--- src/rtl/ulpi_reg_arbiter.sv ---
// ulpi_reg_arbiter
// -----------------------------------------------------------------------------
// Round-robin arbiter and sequencer for the single ULPI PHY register-access
// port. NREQ clients (chirp/enumeration FSM, debug readback, packet engine...)
// post requests; one is granted at a time, its fields are latched, a one-cycle
// REG_EN pulse is issued, and completion (or a timeout / READY loss) is turned
// into a one-cycle per-requester done or fail pulse. Everything is in the
// CLK_60M domain and every output comes straight from a flop.
//
// Optional build macro: ULPI_ARB_RETRY_EN
//   defined   : a PHY REG_FAIL is retried up to MAX_RETRY times (same latched
//               fields, grant held); timeout and READY-drop are never retried.
//   undefined : no retry logic; the first REG_FAIL is reported directly.
//
// Parameters
//   NREQ        number of requesters (2..8)
//   TIMEOUT_CYC cycles allowed in WAIT before a forced fail (>= 2)
//   MAX_RETRY   reissues after a PHY REG_FAIL (retry build only)
//
// Ports
//   CLK_60M, NRST_A_USB        clock, asynchronous active-low reset
//   REQ_VALID/RW/ADDR/WDATA    requester side; requester i owns bit i,
//                              ADDR[6i+5:6i], WDATA[8i+7:8i]
//   REQ_GNT                    one-hot, grant through response cycle
//   REQ_DONE / REQ_FAIL        one-cycle response pulses
//   REQ_RDATA                  read data, updated only by successful reads
//   BUSY                       FSM is not in IDLE
//   READY                      ULPI block ready
//   REG_EN/RW/ADDR/DATA_I      register-access command to the ULPI block
//   REG_DATA_O/DONE/FAIL       register-access result from the ULPI block
//   DBG_STATE                  current FSM state (0 IDLE, 1 ISSUE, 2 WAIT,
//                              3 RESP) for checkers and debug
//
// Handshake: a requester raises REQ_VALID with stable fields and keeps them
// until REQ_GNT is seen; fields are captured on the grant edge only. Exactly
// one of REQ_DONE/REQ_FAIL pulses per grant (unless reset intervenes).
// -----------------------------------------------------------------------------
module ulpi_reg_arbiter #(
  parameter int NREQ        = 3,
  parameter int TIMEOUT_CYC = 255,
  parameter int MAX_RETRY   = 2
) (
  input  logic              CLK_60M,
  input  logic              NRST_A_USB,
  input  logic [NREQ-1:0]   REQ_VALID,
  input  logic [NREQ-1:0]   REQ_RW,
  input  logic [6*NREQ-1:0] REQ_ADDR,
  input  logic [8*NREQ-1:0] REQ_WDATA,
  output logic [NREQ-1:0]   REQ_GNT,
  output logic [NREQ-1:0]   REQ_DONE,
  output logic [NREQ-1:0]   REQ_FAIL,
  output logic [7:0]        REQ_RDATA,
  output logic              BUSY,
  input  logic              READY,
  output logic              REG_EN,
  output logic              REG_RW,
  output logic [5:0]        REG_ADDR,
  output logic [7:0]        REG_DATA_I,
  input  logic [7:0]        REG_DATA_O,
  input  logic              REG_DONE,
  input  logic              REG_FAIL,
  output logic [1:0]        DBG_STATE
);

  localparam int PW = (NREQ > 1) ? $clog2(NREQ) : 1;   // pointer / index width
  localparam int SW = PW + 1;                          // room for ptr + offset
  localparam int TW = $clog2(TIMEOUT_CYC + 1);         // timeout counter width

  if (NREQ < 2 || NREQ > 8 || TIMEOUT_CYC < 2 || MAX_RETRY < 0) begin : g_param_check
    $error("ulpi_reg_arbiter: parameter out of range");
  end

  typedef enum logic [1:0] {
    S_IDLE  = 2'd0,
    S_ISSUE = 2'd1,
    S_WAIT  = 2'd2,
    S_RESP  = 2'd3
  } state_t;

  state_t          state;
  logic [PW-1:0]   ptr_q;      // round-robin search start
  logic [PW-1:0]   gnt_idx;    // index of the current grant
  logic [TW-1:0]   tmo_cnt;

  // ---------------------------------------------------------------------------
  // Round-robin selection: rotate REQ_VALID so the pointer lands on bit 0,
  // take the lowest set bit, then map the offset back to a requester index.
  // ---------------------------------------------------------------------------
  logic [NREQ-1:0] arb_rot;
  logic [SW-1:0]   arb_sum;
  logic            arb_found;
  logic [PW-1:0]   arb_sel;
  logic [NREQ-1:0] arb_sel_oh;
  logic            sel_rw;
  logic [5:0]      sel_addr;
  logic [7:0]      sel_wdata;

  always_comb begin
    arb_rot   = '0;
    arb_sum   = '0;
    arb_found = 1'b0;
    for (int k = 0; k < NREQ; k++) begin
      for (int j = 0; j < NREQ; j++) begin
        if (ptr_q == PW'(j)) arb_rot[k] = REQ_VALID[(j + k) % NREQ];
      end
    end
    for (int k = 0; k < NREQ; k++) begin
      if (!arb_found && arb_rot[k]) begin
        arb_found = 1'b1;
        arb_sum   = {1'b0, ptr_q} + SW'(k);
      end
    end
    if (arb_sum >= SW'(NREQ)) arb_sum = arb_sum - SW'(NREQ);
    arb_sel = arb_sum[PW-1:0];
  end

  always_comb begin
    arb_sel_oh = '0;
    sel_rw     = 1'b0;
    sel_addr   = '0;
    sel_wdata  = '0;
    for (int i = 0; i < NREQ; i++) begin
      if (arb_sel == PW'(i)) begin
        arb_sel_oh[i] = 1'b1;
        sel_rw        = REQ_RW[i];
        sel_addr      = REQ_ADDR[i*6 +: 6];
        sel_wdata     = REQ_WDATA[i*8 +: 8];
      end
    end
  end

  logic grant_fire;
  assign grant_fire = (state == S_IDLE) && READY && arb_found;

  // ---------------------------------------------------------------------------
  // Retry bookkeeping. retry_ok gates the "reissue instead of fail" branch in
  // WAIT; in the plain build it is tied low so the branch disappears.
  // ---------------------------------------------------------------------------
  logic retry_ok;

`ifdef ULPI_ARB_RETRY_EN
  localparam int RCW = (MAX_RETRY > 0) ? $clog2(MAX_RETRY + 1) : 1;
  logic [RCW-1:0] retry_cnt;

  always_ff @(posedge CLK_60M or negedge NRST_A_USB) begin
    if (!NRST_A_USB) begin
      retry_cnt <= '0;
    end else if (grant_fire) begin
      retry_cnt <= '0;
    end else if (state == S_WAIT && !REG_DONE && REG_FAIL && retry_ok) begin
      retry_cnt <= retry_cnt + 1'b1;
    end
  end

  assign retry_ok = (retry_cnt < RCW'(MAX_RETRY));
`else
  assign retry_ok = 1'b0;
`endif

  // ---------------------------------------------------------------------------
  // Main sequencer. REG_EN, REQ_DONE and REQ_FAIL default low each cycle so
  // they can only ever be single-cycle pulses.
  // ---------------------------------------------------------------------------
  always_ff @(posedge CLK_60M or negedge NRST_A_USB) begin
    if (!NRST_A_USB) begin
      state      <= S_IDLE;
      ptr_q      <= '0;
      gnt_idx    <= '0;
      tmo_cnt    <= '0;
      REQ_GNT    <= '0;
      REQ_DONE   <= '0;
      REQ_FAIL   <= '0;
      REQ_RDATA  <= '0;
      BUSY       <= 1'b0;
      REG_EN     <= 1'b0;
      REG_RW     <= 1'b0;
      REG_ADDR   <= '0;
      REG_DATA_I <= '0;
    end else begin
      REG_EN   <= 1'b0;
      REQ_DONE <= '0;
      REQ_FAIL <= '0;
      case (state)
        S_IDLE: begin
          if (grant_fire) begin
            gnt_idx    <= arb_sel;
            REQ_GNT    <= arb_sel_oh;
            REG_RW     <= sel_rw;
            REG_ADDR   <= sel_addr;
            REG_DATA_I <= sel_wdata;
            BUSY       <= 1'b1;
            state      <= S_ISSUE;
          end
        end

        S_ISSUE: begin
          REG_EN  <= 1'b1;
          tmo_cnt <= '0;
          state   <= S_WAIT;
        end

        S_WAIT: begin
          // Priority: PHY done, PHY fail, READY loss, timeout.
          if (REG_DONE) begin
            if (!REG_RW) REQ_RDATA <= REG_DATA_O;
            REQ_DONE <= REQ_GNT;
            state    <= S_RESP;
          end else if (REG_FAIL) begin
            if (retry_ok) begin
              state <= S_ISSUE;
            end else begin
              REQ_FAIL <= REQ_GNT;
              state    <= S_RESP;
            end
          end else if (!READY) begin
            REQ_FAIL <= REQ_GNT;
            state    <= S_RESP;
          end else if (tmo_cnt == TW'(TIMEOUT_CYC)) begin
            REQ_FAIL <= REQ_GNT;
            state    <= S_RESP;
          end else begin
            tmo_cnt <= tmo_cnt + 1'b1;
          end
        end

        S_RESP: begin
          REQ_GNT <= '0;
          BUSY    <= 1'b0;
          if (gnt_idx == PW'(NREQ - 1)) ptr_q <= '0;
          else                          ptr_q <= gnt_idx + 1'b1;
          state   <= S_IDLE;
        end

        default: state <= S_IDLE;
      endcase
    end
  end

  assign DBG_STATE = state;

endmodule

--- config.mk ---
export PLATFORM = sky130hd
export DESIGN_NAME = ulpi_reg_arbiter
export DESIGN_NICKNAME = d
export VERILOG_FILES = /design/src/rtl/ulpi_reg_arbiter.sv
export SDC_FILE = /design/constraint.sdc
export NUM_CORES = 1
export LEC_CHECK = 0
export ABC_AREA = 1
export CAP_MARGIN = 30
export CORE_MARGIN = 5
export CORE_UTILIZATION = 35
export CTS_BUF_LIST = sky130_fd_sc_hd__clkbuf_4 sky130_fd_sc_hd__clkbuf_8
export CTS_CLUSTER_DIAMETER = 40
export DETAILED_ROUTE_END_ITERATION = 12
export GPL_TIMING_DRIVEN = 0
export PLACE_DENSITY = 0.67
export REMOVE_ABC_BUFFERS = 1
export SETUP_SLACK_MARGIN = 0.05
export SLEW_MARGIN = 20
export SYNTH_ARGS = -nofsm -noshare
export SYNTH_HDL_FRONTEND = slang
export SYNTH_SLANG_ARGS = --single-unit
--- constraint.sdc ---
create_clock -name CLK_60M -period 3.65 [get_ports CLK_60M]
set_input_delay 0.5475 -clock CLK_60M [delete_from_list [all_inputs] [get_ports CLK_60M]]
set_output_delay 0.5475 -clock CLK_60M [all_outputs]
set_load 0.005 [all_outputs]
==> flow_summary_export.csv <==
group,metric,value,unit
logic_synthesis,synthCells,369,
global_routing,grt_overflow_total,0,
sta,slew-limit-headroom,0.5477,
placement,dp_hpwl,5583,um
worst_hold_path,hold_class,"in -> async",
sta,setup_ws,332.4,ps
clock_tree,cts-buffers-inserted,5,
sta,finalMaxSlewViolations,0,
global_routing,grt_pass1_vias,2632,
floorplan,die_y,99.57,um
drt,vias,2689,
setup_path,cp-end-kind,"register",
floorplan,die_w,99.57,um
cells_and_area,utilization,0.5130,
setup_path,arrival,3550,ps
setup_path,crit_required,3890,ps
setup_path,crit_type,"reg -> reg",
sta,report.final.setup_viol,0,
clock_tree,cts_max_level,2,
sta,tns,0,ps
pwr,p_leak,0.002002,uW
placement,placed_area,0.003854,mm2
logic_synthesis,synth.avg_cell_area,7.609,um2
setup_path,crit_path_start_kind,"register",
clock_tree,clock_sinks,48,
clock_tree,clk-insertion-delay-late,300,ps
clock_tree,clkTransAtPathRegs,90,ps
drt,drtAntennaViolNets,0,
drt,vias_per_cell,4.743,
sta,rsz0062_at_grt,"false",
placement,pre_cts_ws,92.59,ps
logic_synthesis,synth_compound_area_frac,0.04768,
drt,first_pass_iters,4,
clock_tree,cts_buffer_depth,2,
sta,period_share,0.9089,
logic_synthesis,ys_seq_area_frac,0.4278,
logic_synthesis,yosys.area.top_type_share,0.4278,
sta,clock_skew,8.771,ps
floorplan,die-area,0.009913,mm2
logic_synthesis,yosysWarnings,0,
logic_synthesis,synth-xor-area-share,0.003119,
run,maxCapViolCount,0,
clock_tree,holdBufCountCts,0,
cells_and_area,area_growth,41.93,%
logic_synthesis,ys_types,29,
cells_and_area,nets,537,
sta,worst_pin_slew,678.4,ps
cells_and_area,drive_gt1_frac,0.09677,
global_routing,grt_usage,0.1507,
clock_tree,cts-root-buf,"clkbuf_8",
global_routing,grt_pass1_wl,12210,um
floorplan,num_rows,32,
pwr,power_density,960.9,mW/mm2
drt,drt_iter0_markers,69,
logic_synthesis,synth_top_family_by_area,"simple AND/OR/NAND/NOR gates",
run_status,status,"finished clean",
floorplan,core_region_area,0.007767,mm2
logic_synthesis,synth-simple-area-share,0.3369,
drt,drt_wl_total,7265,um
cells_and_area,num_antenna_cells,0,
placement,place.gp.congestion,0.8091,
clock_tree,cts_tree,"built",
drt,wire_per_inst,12.81,um
pwr,ir_worst_vdd,461.4,uV
placement,portBuffers,96,
logic_synthesis,syn_area,0.002808,mm2
sta,hold_violations,0,
logic_synthesis,yosys.area.top_type,"dfrtp_1",
logic_synthesis,ys_seq_elements,48,
logic_synthesis,synthAdderAreaFrac,0.04902,
cells_and_area,final_common_cell,"nand2_1",
global_routing,grt_max_degree,29,
logic_synthesis,synthMuxAreaShare,0.03209,
cells_and_area,fin_cells,567,
global_routing,antenna_found_initial,0,
cells_and_area,design_area,0.003985,mm2
drt,post-route-drc-count,0,
sta,fin_crit,3318,ps
setup_path,critPathMaxFanout,11,
placement,dp_cells,560,
floorplan,ios,97,
sta,max_freq,301.4,MHz
logic_synthesis,synth_area_leaders,"dfrtp_1, nand2_1, nand3_1",
clock_tree,post-cts-setup-buffer-count,0,
cells_and_area,final_cell_mix,"nand2_1, clkdlybuf4s50_1, inv_1",
floorplan,initial_core_util,0.3615,
## where the power goes
| part | total, uW | internal [uW] | switching, uW |
|---|---|---|---|
| logic | 2540 | 941 | 1600 |
| clock network | 444 | 270 | 174 |
| registers | 841 | 726 | 116 |
## flip-flops by register name (all words and copies together), names as in the netlist, 2 cells and up
signal / cells
ptr_q: 2
gnt_idx: 2
DBG_STATE: 2
REQ_RDATA: 8
REG_DATA_I: 8
REQ_FAIL: 3
REQ_DONE: 3
tmo_cnt: 8
REQ_GNT: 3
REG_ADDR: 6
## kinds of logic (layout without fill, tap and decap cells)
logic type,count (synthesis),after routing
simple gates,207,207
buf+inv,70,166
flops,48,48
compound gates,24,24
fa+ha+maj,11,11
mux,8,8
xor+xnor,1,1
## metal layers
metal / up-vias / global-route usage / share of wire
met3: 4 / 0.04909 / 0.077
li1: 1350 / - / -
met2: 87 / 0.2428 / 0.46
met5: - / 0 / 0
met1: 1248 / 0.1965 / 0.46
met4: 0 / 0.03676 / 0.0043
## worst max-delay path: stages, from the launching register on
cell,delay [ps]
dfrtp_1,420
inv_1,150
ha_1,250
inv_2,80
or2_1,270
nand2_4,120
nand3_1,150
nand3_2,140
inv_2,50
ha_1,200
inv_1,70
nand2_2,70
nor2_4,140
nand2_2,90
a21oi_2,560
nand2_4,230
nand3_1,150
nand2_1,70
nand2_1,50
## cells in the mapped netlist (all sizes together)
library cell,number
buf,6
inv,62
o21ai,9
dfrtp,48
o21a,2
o22ai,4
mux2,8
nor3,9
or2,3
ha,11
a21oi,9
nand3,54
nand4,2
clkbuf,2
nor2,28
nand2,111
xnor2,1
## layout make-up
cell class	instances	area, um2
Sequential cell	48	1201
Tap cell	102	127.6
Fill cell	766	3782
Timing Repair Buffer	97	975.9
Multi-Input combinational cell	251	1319
Clock inverter	2	60.06
Clock buffer	5	68.82
Inverter	62	232.7
## timing repair
item / in CTS / in global routing
gates resized for setup: 0 / 1
endpoints found under the setup margin: 0 / 14
hold endpoints to repair: 0 / 0
## metrics by stage
stage               power [uW]  hold WS [ps]
finish                    3829         204.2
global route              4195         246.1
CTS                       3848         216.3
detailed placement        3390         464.7
global placement          3334         458.9
floorplan                 2487         251.9
## path summary, 6_finish.rpt
check,from,endpoint,slack [ps],depth (start not counted)
max reg2reg,ptr_q[0],REG_DATA_I[7],330,18
min in group CLK_60M,REG_DATA_I[3],REG_DATA_I[3],490,2
max in group asynchronous,NRST_A_USB,REG_ADDR[1],2930,2
min,NRST_A_USB,REQ_FAIL[0],200,1
max,ptr_q[0],REG_DATA_I[7],330,18
min reg2reg,REG_DATA_I[3],REG_DATA_I[3],490,2
No activity file was read; power rests on OpenSTA's default activity.
